<file path="src/rtl/ps2_pkg.sv">
// Shared constants and types for the PS/2 keyboard matrix front end.
package ps2_pkg;

  localparam logic [7:0] PS2_E0       = 8'hE0;
  localparam logic [7:0] PS2_F0       = 8'hF0;
  localparam logic [7:0] PS2_OVR0     = 8'h00;
  localparam logic [7:0] PS2_OVR1     = 8'hFF;
  localparam logic [7:0] PS2_FAKE_LSH = 8'h12;
  localparam logic [7:0] PS2_FAKE_RSH = 8'h59;

  // Row field is sized for the widest supported matrix; the top only
  // writes rows that exist, so narrower ADDR_W settings stay safe.
  localparam int KP_ROW_W = 8;

  typedef struct packed {
    logic                valid;
    logic [KP_ROW_W-1:0] row;
    logic [2:0]          col;
    logic                valid2;
    logic [KP_ROW_W-1:0] row2;
    logic [2:0]          col2;
  } keypos_t;

  typedef enum logic [1:0] {RX_IDLE, RX_DATA, RX_PARITY, RX_STOP} rx_state_t;

  // Keyboard ack / BAT / echo / resend bytes carry no key information.
  function automatic logic is_ack(input logic [7:0] c);
    return (c == 8'hAA) || (c == 8'hFA) || (c == 8'hEE) || (c == 8'hFE);
  endfunction

  function automatic keypos_t kp1(input int r, input int c);
    keypos_t p;
    p       = '0;
    p.valid = 1'b1;
    p.row   = KP_ROW_W'(r);
    p.col   = 3'(c);
    return p;
  endfunction

endpackage

</file>
<file path="src/rtl/ps2_keymap.sv">
// Machine-specific scan-code to matrix-position table ({e0, code} -> keypos_t).
module ps2_keymap
  import ps2_pkg::*;
(
  input  logic       e0,
  input  logic [7:0] code,
  output keypos_t    pos
);

  // Pure lookup; unknown codes return an all-invalid position.
  always_comb begin
    pos = '0;
    case ({e0, code})
      9'h01C: pos = kp1(4, 0);   // A
      9'h01B: pos = kp1(4, 1);   // S
      9'h023: pos = kp1(4, 2);   // D
      9'h012: pos = kp1(8, 0);   // left shift
      9'h059: pos = kp1(8, 1);   // right shift
      9'h05A: pos = kp1(9, 0);   // enter
      9'h029: begin              // space drives two matrix positions
        pos        = kp1(9, 1);
        pos.valid2 = 1'b1;
        pos.row2   = KP_ROW_W'(13);
        pos.col2   = 3'd7;
      end
      9'h175: pos = kp1(9, 2);   // cursor up
      9'h172: pos = kp1(9, 3);   // cursor down
      default: pos = '0;
    endcase
  end

endmodule

</file>
<file path="src/rtl/ps2_keymatrix.sv">
// PS/2 receiver (sync, glitch filter, framed FSM with timeout) feeding a
// make/break decoder that maintains an active-low key matrix read by the CPU.
module ps2_keymatrix
  import ps2_pkg::*;
#(
  parameter int ROWS         = 15,
  parameter int ADDR_W       = 4,
  parameter int FILT_LEN     = 4,
  parameter int TIMEOUT_CYC  = 100000,
  parameter int PARITY_CHECK = 1
)(
  input  logic              clk,
  input  logic              reset,
  input  logic              ps2_clk,
  input  logic              ps2_data,
  input  logic              cs,
  input  logic              rd,
  input  logic [ADDR_W-1:0] addr,
  output logic [7:0]        data,
  output logic              key_any,
  output logic              code_valid,
  output logic [7:0]        code,
  output logic              frame_err
);

  localparam int TO_W = $clog2(TIMEOUT_CYC + 1);

  logic [1:0]            clk_sync, dat_sync;
  logic                  filt, fall, bit_in;
  logic [2:0]            fcnt;
  rx_state_t             state, nstate;
  logic [7:0]            shreg;
  logic [2:0]            bcnt;
  logic                  par;
  logic [TO_W-1:0]       to_cnt;
  logic                  timeout, frame_ok, frame_bad;
  logic [ROWS-1:0][7:0]  matrix;
  logic [7:0]            rd_row;
  logic                  e0, f0;
  keypos_t               pos;

  // Two-flop synchronisers; idle bus level is high.
  always_ff @(posedge clk or negedge reset) begin
    if (!reset) begin
      clk_sync <= 2'b11;
      dat_sync <= 2'b11;
    end else begin
      clk_sync <= {clk_sync[0], ps2_clk};
      dat_sync <= {dat_sync[0], ps2_data};
    end
  end

  // Glitch filter: accept a clock level only after FILT_LEN differing samples;
  // latch the data bit together with the falling edge.
  always_ff @(posedge clk or negedge reset) begin
    if (!reset) begin
      filt   <= 1'b1;
      fcnt   <= '0;
      fall   <= 1'b0;
      bit_in <= 1'b1;
    end else begin
      fall <= 1'b0;
      if (clk_sync[1] == filt) begin
        fcnt <= '0;
      end else if (fcnt == 3'(FILT_LEN - 1)) begin
        filt   <= clk_sync[1];
        fcnt   <= '0;
        fall   <= filt;
        bit_in <= dat_sync[1];
      end else begin
        fcnt <= fcnt + 3'd1;
      end
    end
  end

  assign timeout = (state != RX_IDLE) && !fall && (to_cnt == TO_W'(TIMEOUT_CYC - 1));

  // Receiver state register.
  always_ff @(posedge clk or negedge reset) begin
    if (!reset) state <= RX_IDLE;
    else        state <= nstate;
  end

  // Receiver next-state; a timeout overrides any in-frame progress.
  always_comb begin
    nstate = state;
    case (state)
      RX_IDLE:   if (fall && !bit_in)          nstate = RX_DATA;
      RX_DATA:   if (fall && bcnt == 3'd7)     nstate = RX_PARITY;
      RX_PARITY: if (fall)                     nstate = RX_STOP;
      RX_STOP:   if (fall)                     nstate = RX_IDLE;
      default:                                 nstate = RX_IDLE;
    endcase
    if (timeout) nstate = RX_IDLE;
  end

  // Receiver outputs: frame verdict on the stop-bit edge or on timeout.
  always_comb begin
    frame_ok  = 1'b0;
    frame_bad = 1'b0;
    if (state == RX_STOP && fall) begin
      if (bit_in && ((PARITY_CHECK == 0) || (^{shreg, par}))) frame_ok  = 1'b1;
      else                                                   frame_bad = 1'b1;
    end
    if (timeout) frame_bad = 1'b1;
  end

  // Receiver datapath: LSB-first shift, parity capture, inactivity counter.
  always_ff @(posedge clk or negedge reset) begin
    if (!reset) begin
      shreg  <= '0;
      bcnt   <= '0;
      par    <= 1'b0;
      to_cnt <= '0;
    end else begin
      if (state == RX_IDLE) bcnt <= '0;
      if (fall) begin
        if (state == RX_DATA) begin
          shreg <= {bit_in, shreg[7:1]};
          bcnt  <= bcnt + 3'd1;
        end
        if (state == RX_PARITY) par <= bit_in;
      end
      if (fall || state == RX_IDLE) to_cnt <= '0;
      else                          to_cnt <= to_cnt + 1'b1;
    end
  end

  // Registered frame result pulses and captured scan byte.
  always_ff @(posedge clk or negedge reset) begin
    if (!reset) begin
      code_valid <= 1'b0;
      frame_err  <= 1'b0;
      code       <= 8'h00;
    end else begin
      code_valid <= frame_ok;
      frame_err  <= frame_bad;
      if (frame_ok) code <= shreg;
    end
  end

  ps2_keymap u_keymap (
    .e0   (e0),
    .code (code),
    .pos  (pos)
  );

  // Make/break decoder acting on the code_valid cycle.
  always_ff @(posedge clk or negedge reset) begin
    if (!reset) begin
      matrix <= '1;
      e0     <= 1'b0;
      f0     <= 1'b0;
    end else if (code_valid) begin
      if (code == PS2_E0) begin
        e0 <= 1'b1;
      end else if (code == PS2_F0) begin
        f0 <= 1'b1;
      end else if (is_ack(code)) begin
        e0 <= e0;
      end else if (code == PS2_OVR0 || code == PS2_OVR1) begin
        matrix <= '1;
        e0     <= 1'b0;
        f0     <= 1'b0;
      end else begin
        // Extended shift codes are the keyboard's fake shifts: drop them.
        if (!(e0 && (code == PS2_FAKE_LSH || code == PS2_FAKE_RSH))) begin
          for (int r = 0; r < ROWS; r++) begin
            if (pos.valid  && pos.row  == KP_ROW_W'(r)) matrix[r][pos.col]  <= f0;
            if (pos.valid2 && pos.row2 == KP_ROW_W'(r)) matrix[r][pos.col2] <= f0;
          end
        end
        e0 <= 1'b0;
        f0 <= 1'b0;
      end
    end else if (frame_err) begin
      e0 <= 1'b0;
      f0 <= 1'b0;
    end
  end

  // Row mux; rows beyond the matrix read as all released.
  always_comb begin
    rd_row = 8'hFF;
    for (int r = 0; r < ROWS; r++)
      if (addr == ADDR_W'(r)) rd_row = matrix[r];
  end

  // Read port and key_any, both sampling the pre-update matrix.
  always_ff @(posedge clk or negedge reset) begin
    if (!reset) begin
      data    <= 8'hFF;
      key_any <= 1'b0;
    end else begin
      if (cs && rd) data <= rd_row;
      key_any <= (matrix != '1);
    end
  end

endmodule

</file>
<file path="config.mk">
export PLATFORM = sky130hd
export DESIGN_NAME = ps2_keymatrix
export DESIGN_NICKNAME = d
export VERILOG_FILES = /design/src/rtl/ps2_pkg.sv /design/src/rtl/ps2_keymap.sv /design/src/rtl/ps2_keymatrix.sv
export SDC_FILE = /design/constraint.sdc
export NUM_CORES = 1
export LEC_CHECK = 0
export BUFFER_PORTS_ARGS = -buffer_cell sky130_fd_sc_hd__buf_2
export CAP_MARGIN = 0
export CORE_MARGIN = 1
export CORE_UTILIZATION = 55
export CTS_BUF_LIST = sky130_fd_sc_hd__clkbuf_16
export DETAILED_ROUTE_END_ITERATION = 10
export GPL_ROUTABILITY_DRIVEN = 1
export PLACE_DENSITY_LB_ADDON = 0.05
export SETUP_SLACK_MARGIN = 0.5
export SKIP_LAST_GASP = 1
export SYNTH_ARGS = -nofsm -noshare
export SYNTH_HDL_FRONTEND = slang
export SYNTH_SLANG_ARGS = --single-unit
</file>
<file path="constraint.sdc">
create_clock -name clk -period 1.94 [get_ports clk]
set_clock_uncertainty 0.05 [all_clocks]
set_input_delay 0.097 -clock clk [delete_from_list [all_inputs] [get_ports clk]]
set_output_delay 0.097 -clock clk [all_outputs]
set_load 0.01 [all_outputs]
</file>
==> impl_summary.md <==
Synth
The count of flip-flops with a built-in enable after synthesis is 0. The post-synthesis async set-or-reset flop share is 100%. The post-synthesis area per instance is 10.7 um^2.

The post-synthesis cell type count is 61. The number of flip-flops and latches in the synthesized netlist is 101. Counting every net in the synthesized netlist gives 490.

In this run the cell area of the synthesized design comes to 5040 um^2. Yosys printed 0 warnings. Synthesis handed over a netlist of 472 instances.

The primary flip-flop cell chosen by synthesis mapping is dfstp_2. The sequential fraction of the synthesis area is 51.5%.

Global routing
The initial antenna violation count is 0. The global-route wire length before repair is 20100 um. The total track usage is 26.5%. Entering global routing, the biggest net connects 52 pins. The number of global-route vias before repair came to 4095.

After global routing the overflow that remains totals 0.

STA
The number of hold violations in the final report is 0. Headroom to the max-slew limit came out at 67.2%. Setup violations remaining at the end of the flow were counted as 2. The share of the clock period used by the worst path after layout is 102%. The max-slew violation count is 0. Setup repair after global routing could not meet its margin everywhere. The routed design could run at a clock period as short as 1.97 ns. At the pin with the least slew margin, the transition time is 0.492 ns.

The highest attainable clock frequency is 0.507 GHz. The smallest setup slack after layout is -0.0305 ns.

Layout
The post-route core utilization is 79.3%. The relative area change from synthesis to final layout is 38.4%. Of the cells placed in the final design, the portion with a size suffix greater than 1 is 52.6%. The footprint of the flip-flops and latches is 2610 um^2.

The area of combinational cells with multiple inputs is 2830 um^2. The leading cell type in the layout, fill and taps excluded is buf_4. The top cell types in the final layout, fill and taps aside, are 81 x buf_4, 53 x dfstp_2, 39 x dfrtp_1. For this run, the post-layout net count is 610. 0 antenna diodes ended up in the layout. The filler cells instantiated in the layout total 525. The finished cells cover 6980 um^2.

Worst setup path
The data required time at the worst endpoint is 2.14 ns. Of all nets on the critical path, the largest fanout is 6. The endpoint arrival time on the critical path is 2.17 ns. STA classifies the critical path startpoint as a flop. The capturing element type of the critical path is a flop.

The critical path class is flop to flop.

Drt
The number of search-and-repair iterations in the first detailed-routing pass is 7. Wire segments on met3 add up to 525 um in the final route. The final antenna-violating net count is 0. The highest metal layer with signal wires is met4. After detailed routing, the average wire length per cell comes to 17.7 um.

The overall via count from detail_route is 4104. The post-detailed-route DRC marker count is 2. Detailed routing placed a total of 6350 um of wire on met2. After detailed routing, the wire length on met1 is 5390 um.

Using the TritonRoute via totals, the vias-per-cell ratio works out to 5.82. The routed design has 12500 um of wire. The DRC marker count from the first detailed-route iteration is 208.

Power
The switching part of the total power is 28.1%. The clock network burns 35.3% of the power. The share of power burned in registers is 44.6%. After layout, the design draws a total of 5.34 mW. The power per unit of standard cell area is 765 nW/um^2. In this run the power spent charging and discharging nets is 1.50 mW. The internal power consumption is 3.84 mW.

The fraction of power consumed by combinational cells is 20.0%. The maximum resistive drop on vdd is 618 uV. The static leakage power is 3.17 nW.

Place
The congestion estimate from routability-driven global placement came to 0.873. The estimated wirelength of the detail-placed design is 7200 um. Input and output buffers added on the ports amount to 28.

The placed standard-cell area is 5630 um^2. The post-placement worst setup slack is 0.0203 ns.

Floorplan
The effective utilization at floorplan is 57.2%. The floorplan step set the die width to 97.7 um. The I/O pin count is 29.

The core region is 8810 um^2. The floorplan has 34 rows. The die extent in y is 97.7 um. The die covers 9550 um^2.

CTS
The CTS tree is built. The latest clock arrival within the worst-skew pair is 0.34 ns. The CTS clock-pin slew for the worst setup and hold paths is 0.07 ns. Buffers inserted during clock tree synthesis total 9. The maximum count of clock buffers along a single path is 2. The H-tree depth is 3. CTS saw 101 sinks.

The tree is rooted in a clkbuf_16.

Outcome
The run finished, with violations left. The final reports fail on DRC, setup timing.

Hold path
The min-delay analysis places its worst path in the category input pin to asynchronous set/reset pin.

Run
The tool flagged a number of max-cap violations equal to 0.
==> flip-flops by register name, indices dropped and copies added, names as in the netlist <==
signal and cells:
bcnt 3, bit_in 1, clk_sync 2, code 8
code_valid 1, dat_sync 2, data 6, e0 1
f0 1, fall 1, fcnt 3, filt 1
frame_err 1, key_any 1, matrix 41, par 1
shreg 8, state 2, to_cnt 17
==> synth_stat cells (all sizes together) (3+ instances only) <==
master  instances  area, um^2
nor4b           5        50.0
a41oi           3        26.3
nor2b          12        75.1
xor2           12         105
a21o            3        22.5
nand2          27         101
and3            3        18.8
xnor2          12         105
nor3b           3        22.5
o22a            4        35.0
o21ai          24         120
clkbuf          5        18.8
o22ai           6        37.5
mux2i          15         150
dfstp          53        1390
inv             8        30.0
nand2b         36         225
a21oi          21         105
nor2           41         154
mux2           19         214
a31oi           8        62.6
nand4          14         103
nand3          11        55.1
buf            18        92.6
nor3            5        25.0
dfrtp          48        1200
ha              8         100
o21a            4        30.0
nor4            7        58.8
o31ai           3        22.5
nand3b          5        37.5
==> critical path, stage by stage (launching register included) <==
cell and delay [ns]:
dfrtp_2 0.46, or4b_4 0.55, o31ai_4 0.07, a41oi_2 0.23, buf_4 0.19, and2_4 0.16, a21oi_2 0.12, a31oi_1 0.05
==> power by group through the flow <==
stage,Sequential [mW],Combinational (mW),Clock (mW)
finish,2.38,1.07,1.89
CTS,2.38,0.954,1.93
detailed placement,2.40,0.808,0
global route,2.40,1.18,2.01
floorplan,2.40,0.567,0
global placement,2.40,0.787,0
==> layout make-up <==
| class | count | area share (%) |
|---|---|---|
| flip-flops and latches | 101 | 37.3 |
| inverters | 8 | 0.430 |
| clock buffers | 9 | 3.23 |
| multi-input cells | 342 | 40.5 |
| repair buffers | 130 | 15.2 |
| well taps | 108 | 1.94 |
| clock inverters | 7 | 1.40 |
==> routing by layer <==
metal  GRT usage (%)  up-vias
met5               0        -
met4            7.58        0
met3            4.37       26
met2            44.4       96
met1            35.8     2045
li1                -     1937
==> cells by family (layout without fill, tap and decap cells) <==
family / Yosys count / in the layout / synth area share, %
fa+ha+maj: 8 / 8 / 1.99
compound gates: 89 / 89 / 11.4
flops: 101 / 101 / 51.5
xor+xnor: 24 / 24 / 4.17
buf+inv: 31 / 154 / 2.80
simple gates: 185 / 187 / 21.0
mux: 34 / 34 / 7.22
==> per-stage QoR <==
| step | cells | setup TNS [ns] | hold slack, ns |
|---|---|---|---|
| after global placement | 623 | 0 | 0.0221 |
| final | 705 | -0.0400 | 0.209 |
| after detailed placement | 623 | 0 | 0.0210 |
| after global routing | 705 | -0.470 | 0.233 |
| after floorplan | 472 | -0.0858 | -0.249 |
| after CTS | 682 | 0 | 0.209 |
==> repair_timing <==
item / in CTS / in global routing
hold buffers: 3 / 0
setup endpoints to repair: 77 / 80
hold endpoints to repair: 34 / 0
pin swaps: 38 / 39
buffers inserted: 36 / 22
gates cloned: 4 / 1
resized for setup: 64 / 52
==> final timing paths <==
check	depth (start not counted)	from	slack, ns	to
max	7	code[6]	-0.03	matrix[72]
min reg2reg	0	dat_sync[0]	0.31	dat_sync[1]
min in group clk	4	rd	0.23	data[0]
max reg2reg	7	code[6]	-0.03	matrix[72]
min	2	reset	0.21	e0
max in group asynchronous	3	reset	0.97	dat_sync[0]
No activity file was read; power rests on OpenSTA's default activity.
